$ cat config.mk
export PLATFORM = sky130hd
export DESIGN_NAME = sequenciador_pilha_flat
export DESIGN_NICKNAME = d
export VERILOG_FILES = /design/src/rtl/sequenciador_pilha_pkg.sv /design/src/rtl/sequenciador_pilha_if.sv /design/src/rtl/sequenciador_pilha.sv /design/src/flat_wrapper.sv
export SDC_FILE = /design/constraint.sdc
export NUM_CORES = 1
export LEC_CHECK = 0
export ABC_CLOCK_PERIOD_IN_PS = 2350
export CAP_MARGIN = 20
export CORE_MARGIN = 2
export CORE_UTILIZATION = 41
export DETAILED_ROUTE_END_ITERATION = 8
export PLACE_DENSITY = 0.83
export REMOVE_ABC_BUFFERS = 1
export SLEW_MARGIN = 30
export SYNTH_ARGS = -nofsm -noshare
export SYNTH_HDL_FRONTEND = slang
export SYNTH_SLANG_ARGS = --single-unit
export TNS_END_PERCENT = 1
$ cat constraint.sdc
create_clock -name clk -period 2.35 [get_ports clk]
set_clock_uncertainty 0.1 [all_clocks]
set_input_delay 0.5875 -clock clk [delete_from_list [all_inputs] [get_ports clk]]
set_output_delay 0.5875 -clock clk [all_outputs]
set_load 0.02 [all_outputs]
$ cat src/rtl/sequenciador_pilha_pkg.sv
// Shared definitions for the stack-machine sequencer: opcodes, ALU function
// codes, error codes, FSM encoding and the opcode-to-ALU decode.
package sequenciador_pilha_pkg;

    localparam logic [2:0] OP_NOP  = 3'd0;
    localparam logic [2:0] OP_PUSH = 3'd1;
    localparam logic [2:0] OP_POP  = 3'd2;
    localparam logic [2:0] OP_ADD  = 3'd3;
    localparam logic [2:0] OP_SUB  = 3'd4;
    localparam logic [2:0] OP_AND  = 3'd5;
    localparam logic [2:0] OP_OR   = 3'd6;
    localparam logic [2:0] OP_NOT  = 3'd7;

    localparam logic [2:0] ULA_ADD = 3'd0;
    localparam logic [2:0] ULA_SUB = 3'd1;
    localparam logic [2:0] ULA_AND = 3'd2;
    localparam logic [2:0] ULA_OR  = 3'd3;
    localparam logic [2:0] ULA_NOT = 3'd4;

    localparam logic [1:0] ERR_NONE  = 2'b00;
    localparam logic [1:0] ERR_UNDER = 2'b01;
    localparam logic [1:0] ERR_OVER  = 2'b10;

    typedef enum logic [2:0] {
        ST_IDLE = 3'd0,
        ST_PUSH = 3'd1,
        ST_POP1 = 3'd2,
        ST_CAP1 = 3'd3,
        ST_POP2 = 3'd4,
        ST_CAP2 = 3'd5,
        ST_EXEC = 3'd6,
        ST_ERR  = 3'd7
    } state_t;

    function automatic logic [2:0] ula_func(input logic [2:0] op);
        logic [2:0] f;
        case (op)
            OP_ADD:  f = ULA_ADD;
            OP_SUB:  f = ULA_SUB;
            OP_AND:  f = ULA_AND;
            OP_OR:   f = ULA_OR;
            OP_NOT:  f = ULA_NOT;
            default: f = ULA_ADD;
        endcase
        return f;
    endfunction

endpackage

$ cat src/rtl/sequenciador_pilha_if.sv
// Bus bundle between the sequencer and its environment (control unit,
// operand stack and ALU). slave = sequencer side, master = environment side.
interface sequenciador_pilha_if #(
    parameter int DATA_W = 16,
    parameter int CNT_W  = 5
) ();
    logic              instr_valid;
    logic              instr_ready;
    logic [2:0]        instr_op;
    logic [DATA_W-1:0] instr_imm;
    logic              pilha_push;
    logic              pilha_pop;
    logic [DATA_W-1:0] pilha_din;
    logic [DATA_W-1:0] pilha_dout;
    logic [DATA_W-1:0] ula_a;
    logic [DATA_W-1:0] ula_b;
    logic [2:0]        ula_op;
    logic [DATA_W-1:0] ula_res;
    logic              done;
    logic [DATA_W-1:0] resultado;
    logic [CNT_W-1:0]  profundidade;
    logic              erro;
    logic [1:0]        erro_cod;

    modport slave (
        input  instr_valid, instr_op, instr_imm, pilha_dout, ula_res,
        output instr_ready, pilha_push, pilha_pop, pilha_din,
               ula_a, ula_b, ula_op, done, resultado, profundidade,
               erro, erro_cod
    );

    modport master (
        output instr_valid, instr_op, instr_imm, pilha_dout, ula_res,
        input  instr_ready, pilha_push, pilha_pop, pilha_din,
               ula_a, ula_b, ula_op, done, resultado, profundidade,
               erro, erro_cod
    );
endinterface

$ cat src/rtl/sequenciador_pilha.sv
// Stack-machine execution sequencer: accepts one instruction at a time,
// sequences stack pops/pushes around the ALU and guards depth limits.
module sequenciador_pilha
    import sequenciador_pilha_pkg::*;
#(
    parameter int DATA_W = 16,
    parameter int DEPTH  = 16,
    parameter int CNT_W  = 5
) (
    input  logic               clk,
    input  logic               rst,
    sequenciador_pilha_if.slave bus
);

    state_t            r_state;
    logic [2:0]        r_op;
    logic [DATA_W-1:0] r_imm;
    logic [DATA_W-1:0] r_a;
    logic [DATA_W-1:0] r_b;
    logic [CNT_W-1:0]  r_depth;
    logic              r_erro;
    logic [1:0]        r_erro_cod;
    logic [DATA_W-1:0] r_resultado;
    logic              r_nop_done;

    logic [CNT_W-1:0]  w_need;
    logic              w_underflow;
    logic              w_overflow;

    // Operand count required by the offered opcode, used for the underflow guard.
    always_comb begin
        w_need = {CNT_W{1'b0}};
        case (bus.instr_op)
            OP_POP, OP_NOT:                 w_need = CNT_W'(1);
            OP_ADD, OP_SUB, OP_AND, OP_OR:  w_need = CNT_W'(2);
            default:                        w_need = {CNT_W{1'b0}};
        endcase
    end

    assign w_underflow = (r_depth < w_need);
    assign w_overflow  = (bus.instr_op == OP_PUSH) && (r_depth == CNT_W'(DEPTH));

    // Sequencer FSM with depth counter, operand capture and sticky error state.
    always_ff @(posedge clk) begin
        if (rst) begin
            r_state     <= ST_IDLE;
            r_op        <= OP_NOP;
            r_imm       <= {DATA_W{1'b0}};
            r_a         <= {DATA_W{1'b0}};
            r_b         <= {DATA_W{1'b0}};
            r_depth     <= {CNT_W{1'b0}};
            r_erro      <= 1'b0;
            r_erro_cod  <= ERR_NONE;
            r_resultado <= {DATA_W{1'b0}};
            r_nop_done  <= 1'b0;
        end else begin
            r_nop_done <= 1'b0;
            case (r_state)
                ST_IDLE: begin
                    if (bus.instr_valid) begin
                        r_op  <= bus.instr_op;
                        r_imm <= bus.instr_imm;
                        if (w_underflow) begin
                            r_state    <= ST_ERR;
                            r_erro     <= 1'b1;
                            r_erro_cod <= ERR_UNDER;
                        end else if (w_overflow) begin
                            r_state    <= ST_ERR;
                            r_erro     <= 1'b1;
                            r_erro_cod <= ERR_OVER;
                        end else if (bus.instr_op == OP_NOP) begin
                            r_nop_done <= 1'b1;
                        end else if (bus.instr_op == OP_PUSH) begin
                            r_state <= ST_PUSH;
                        end else begin
                            r_state <= ST_POP1;
                        end
                    end
                end
                ST_PUSH: begin
                    r_resultado <= r_imm;
                    r_depth     <= r_depth + CNT_W'(1);
                    r_state     <= ST_IDLE;
                end
                ST_POP1: begin
                    r_depth <= r_depth - CNT_W'(1);
                    r_state <= ST_CAP1;
                end
                ST_CAP1: begin
                    r_b <= bus.pilha_dout;
                    if (r_op == OP_POP) begin
                        r_resultado <= bus.pilha_dout;
                        r_state     <= ST_IDLE;
                    end else if (r_op == OP_NOT) begin
                        r_state <= ST_EXEC;
                    end else begin
                        r_state <= ST_POP2;
                    end
                end
                ST_POP2: begin
                    r_depth <= r_depth - CNT_W'(1);
                    r_state <= ST_CAP2;
                end
                ST_CAP2: begin
                    r_a     <= bus.pilha_dout;
                    r_state <= ST_EXEC;
                end
                ST_EXEC: begin
                    r_resultado <= bus.ula_res;
                    r_depth     <= r_depth + CNT_W'(1);
                    r_state     <= ST_IDLE;
                end
                ST_ERR: begin
                    r_state <= ST_ERR;
                end
                default: begin
                    r_state <= ST_IDLE;
                end
            endcase
        end
    end

    // Moore output decode; the retire cycle forwards the value being retired.
    always_comb begin
        bus.instr_ready = 1'b0;
        bus.pilha_push  = 1'b0;
        bus.pilha_pop   = 1'b0;
        bus.pilha_din   = {DATA_W{1'b0}};
        bus.ula_a       = {DATA_W{1'b0}};
        bus.ula_b       = {DATA_W{1'b0}};
        bus.ula_op      = 3'd0;
        bus.done        = r_nop_done;
        bus.resultado   = r_resultado;
        case (r_state)
            ST_IDLE: bus.instr_ready = 1'b1;
            ST_PUSH: begin
                bus.pilha_push = 1'b1;
                bus.pilha_din  = r_imm;
                bus.done       = 1'b1;
                bus.resultado  = r_imm;
            end
            ST_POP1: bus.pilha_pop = 1'b1;
            ST_CAP1: begin
                if (r_op == OP_POP) begin
                    bus.done      = 1'b1;
                    bus.resultado = bus.pilha_dout;
                end else begin
                    bus.done = 1'b0;
                end
            end
            ST_POP2: bus.pilha_pop = 1'b1;
            ST_EXEC: begin
                bus.ula_op = ula_func(r_op);
                if (r_op == OP_NOT) begin
                    bus.ula_a = r_b;
                    bus.ula_b = {DATA_W{1'b0}};
                end else begin
                    bus.ula_a = r_a;
                    bus.ula_b = r_b;
                end
                bus.pilha_push = 1'b1;
                bus.pilha_din  = bus.ula_res;
                bus.resultado  = bus.ula_res;
                bus.done       = 1'b1;
            end
            default: bus.instr_ready = 1'b0;
        endcase
    end

    assign bus.profundidade = r_depth;
    assign bus.erro         = r_erro;
    assign bus.erro_cod     = r_erro_cod;

endmodule

$ cat src/flat_wrapper.sv
// flat-port wrapper written by rule: the top's interface ports become plain ports
module sequenciador_pilha_flat import sequenciador_pilha_pkg::*;
#(
    parameter int DATA_W = 16,
    parameter int DEPTH  = 16,
    parameter int CNT_W  = 5
)
  (clk, rst, bus_instr_valid, bus_instr_op, bus_instr_imm, bus_pilha_dout, bus_ula_res, bus_instr_ready, bus_pilha_push, bus_pilha_pop, bus_pilha_din, bus_ula_a, bus_ula_b, bus_ula_op, bus_done, bus_resultado, bus_profundidade, bus_erro, bus_erro_cod);
  sequenciador_pilha_if #(.DATA_W(DATA_W), .CNT_W(CNT_W)) bus_i ();
  input  logic clk;
  input  logic rst;
  input wire logic [$bits(bus_i.instr_valid)-1:0] bus_instr_valid;
  input wire logic [$bits(bus_i.instr_op)-1:0] bus_instr_op;
  input wire logic [$bits(bus_i.instr_imm)-1:0] bus_instr_imm;
  input wire logic [$bits(bus_i.pilha_dout)-1:0] bus_pilha_dout;
  input wire logic [$bits(bus_i.ula_res)-1:0] bus_ula_res;
  output wire logic [$bits(bus_i.instr_ready)-1:0] bus_instr_ready;
  output wire logic [$bits(bus_i.pilha_push)-1:0] bus_pilha_push;
  output wire logic [$bits(bus_i.pilha_pop)-1:0] bus_pilha_pop;
  output wire logic [$bits(bus_i.pilha_din)-1:0] bus_pilha_din;
  output wire logic [$bits(bus_i.ula_a)-1:0] bus_ula_a;
  output wire logic [$bits(bus_i.ula_b)-1:0] bus_ula_b;
  output wire logic [$bits(bus_i.ula_op)-1:0] bus_ula_op;
  output wire logic [$bits(bus_i.done)-1:0] bus_done;
  output wire logic [$bits(bus_i.resultado)-1:0] bus_resultado;
  output wire logic [$bits(bus_i.profundidade)-1:0] bus_profundidade;
  output wire logic [$bits(bus_i.erro)-1:0] bus_erro;
  output wire logic [$bits(bus_i.erro_cod)-1:0] bus_erro_cod;
  assign bus_i.instr_valid = bus_instr_valid;
  assign bus_i.instr_op = bus_instr_op;
  assign bus_i.instr_imm = bus_instr_imm;
  assign bus_i.pilha_dout = bus_pilha_dout;
  assign bus_i.ula_res = bus_ula_res;
  assign bus_instr_ready = bus_i.instr_ready;
  assign bus_pilha_push = bus_i.pilha_push;
  assign bus_pilha_pop = bus_i.pilha_pop;
  assign bus_pilha_din = bus_i.pilha_din;
  assign bus_ula_a = bus_i.ula_a;
  assign bus_ula_b = bus_i.ula_b;
  assign bus_ula_op = bus_i.ula_op;
  assign bus_done = bus_i.done;
  assign bus_resultado = bus_i.resultado;
  assign bus_profundidade = bus_i.profundidade;
  assign bus_erro = bus_i.erro;
  assign bus_erro_cod = bus_i.erro_cod;
  sequenciador_pilha #(.DATA_W(DATA_W), .DEPTH(DEPTH), .CNT_W(CNT_W)) u_core (.clk(clk), .rst(rst), .bus(bus_i));
endmodule
==> reports/metrics.yaml <==
status: "finished with violations"
violations: "negative setup slack"
synthCells: 507
first_iter_violations: 197
cp.required_ns: 1.66
htreeDepth: 3
dp_cells: 800
nFillCells: 751
slew_viol_final: 0
layout_min_cycle_time_ns: 2.487
grt_max_degree: 34
crit_path_start: "u_core.r_state[0]"
port_buffers: 132
rr_worst_depth: 9
io_pins: 133
power.total_mw: 5.755
ys_seq_area_frac: 0.4139
worst_pin_slew_ns: 0.7672
grt_use_total: 0.2637
synth_area_leaders: "dfxtp_1 (41%), nand2_1 (15%), a21oi_1 (14%)"
drtAntennaViolNets: 0
drt-total-wl_um: 13820
crit_fanout: 15
layout-drive-gt1-share: 0.3183
power.density_nw_per_um2: 950.6
ys_warn_count: 0
n_antenna_cell: 0
gp_congestion: 0.8603
critPathCapture: "bus_resultado[15]"
chipHeight_um: 100.5
cts_sinks: 79
finalCritPeriodShare: 1.058
max-slew-margin-rel: 0.4871
area_delta_synth_final_pct: 58.45
cts_tree: "done"
netlist_area_sq_um: 3821
max_freq_mhz: 402.1
routedWlPerCell_um: 16.83
synth-async-reset-ratio: 0
grt-ovfl-total: 0
synth_flop_cell: "dfxtp_1"
arrival_ns: 1.80
hold_buffers: 0
leakagePower_nw: 2.625
coreArea_sq_um: 9153
clk_path_buf_depth: 2
die_width_um: 100.5
setup_viol: 23
vias: 4444
vdd_drop_max_v: 0.0004861
numCtsBuffers: 9
r2r-start: "u_core.r_state[0]"
endpoint_kind: "primary output"
hold_path_class: "reg2reg"
path_class: "reg2out"
yosysUniqueCellTypes: 49
hold_viol: 0
worst_slack_ns: -0.1372
r2r-end: "u_core.bus.profundidade[4]"
synth-seq-cells: 79
syn_area_per_cell_sq_um: 7.537
num_rows: 35
initial_core_util: 0.4175
first_global_vias: 4451
yosysMostFrequentCell: "nand2_1"
antenna_found_initial: 0
drt-pass1-iter-count: 4
path_clk_slew_ns: 0.09
instances_no_fill: 821
ctsRootBufferMaster: "clkbuf_8"
startpoint_type: "flop"
synth.largest_area_cell: "dfxtp_1"
cap_violations: 0
dpl.hpwl_um: 9629
synth_top_area_frac: 0.4139
grt_setup_unrepaired: "true"
fin_nets: 764
drc: 0
vias_per_cell: 5.413
clkLatencyLatePin_ns: 0.35
rrSetupSlack_ns: -0.10
grt_pass1_wl_um: 21150
synthTopCellsByCount: "nand2_1 (157), a21oi_1 (106), dfxtp_1 (79)"
hold_slack_ns: 0.3594
dieArea_sq_um: 10110
fin_setup_tns_ns: -1.962
synth_edf_count: 0
worst max-delay path: stages, from the launching register on:
cell and delay (ns):
dfxtp_2 0.37, and3b_2 0.28, buf_12 0.17, a22o_4 0.27
a21oi_2 0.14, nand2_1 0.07, buf_2 0.16
metal layers:
metal	vias to the layer above	GRT usage	wire (um)
met3	36	0.05687	809
met1	2100	0.3054	5421
li1	2128	-	-
met2	180	0.4657	7168
met4	0	0.1180	417
met5	-	0	0
timing repair:
item / in CTS / in global routing
resized for setup: 228 / 118
setup buffers: 0 / 5
setup endpoints to repair: 72 / 70
pin swaps: 1 / 9
state kept, by name, indices dropped and copies added (netlist names):
name	count
u_core.r_a	16
u_core.r_b	16
u_core.r_imm	16
u_core.r_resultado	16
u_core.bus.profundidade	5
u_core.r_op	3
u_core.r_state	3
u_core.bus.erro_cod	2
u_core.bus.erro	1
u_core.r_nop_done	1
per-stage QoR:
stage	util	instance area [sq um]	worst slack [ns]
finish	0.6615	6055	-0.1372
global route	0.6615	6055	-0.2056
CTS	0.6425	5881	-0.2738
detailed placement	0.6287	5754	-0.4378
global placement	0.6287	5754	-0.4490
floorplan	-	3633	-0.5906
area by class of cell:
class | count | area (sq um) | area share
Multi-Input combinational cell | 385 | 2228 | 0.3681
Timing Repair Buffer | 224 | 1862 | 0.3075
Sequential cell | 79 | 1588 | 0.2622
Clock buffer | 11 | 151.4 | 0.02501
Tap cell | 111 | 138.9 | 0.02294
Clock inverter | 5 | 63.81 | 0.01054
Inverter | 6 | 22.52 | 0.003720
worst min-delay path by stage:
stage / startpoint / to / depth (start not counted)
after floorplan: u_core.r_imm[0] / u_core.r_imm[0] / 2
after global placement: u_core.bus.erro / u_core.bus.erro / 2
after detailed placement: u_core.bus.erro / u_core.bus.erro / 2
after CTS: u_core.r_a[12] / u_core.r_a[12] / 2
after global routing: u_core.r_a[12] / u_core.r_a[12] / 2
final: u_core.r_a[12] / u_core.r_a[12] / 2
cells by family (layout without fill, tap and decap cells):
family | Yosys count | in the layout | synth area share
simple gates | 232 | 232 | 0.2767
compound gates | 138 | 138 | 0.2115
flops | 79 | 79 | 0.4139
buf+inv | 43 | 246 | 0.05501
xor+xnor | 6 | 6 | 0.01375
fa+ha+maj | 5 | 5 | 0.01834
mux | 4 | 4 | 0.01081
power by group:
group | leakage, nW | internal [mW] | switching (mW)
clock network | 0.106 | 0.557 | 0.526
registers | 0.643 | 1.56 | 0.174
logic | 1.88 | 1.36 | 1.58
total | 2.62 | 3.48 | 2.28
cell usage in the layout (no fill, tap or decap), types with 14 or more instances in the layout:
cell / instances
clkdlybuf4s50_1: 60
nand3_1: 20
nand2_1: 156
buf_6: 23
dfxtp_1: 76
buf_4: 93
and3_1: 18
a21oi_2: 14
a21oi_1: 88
buf_2: 36
(Power assumes the default switching activity.)
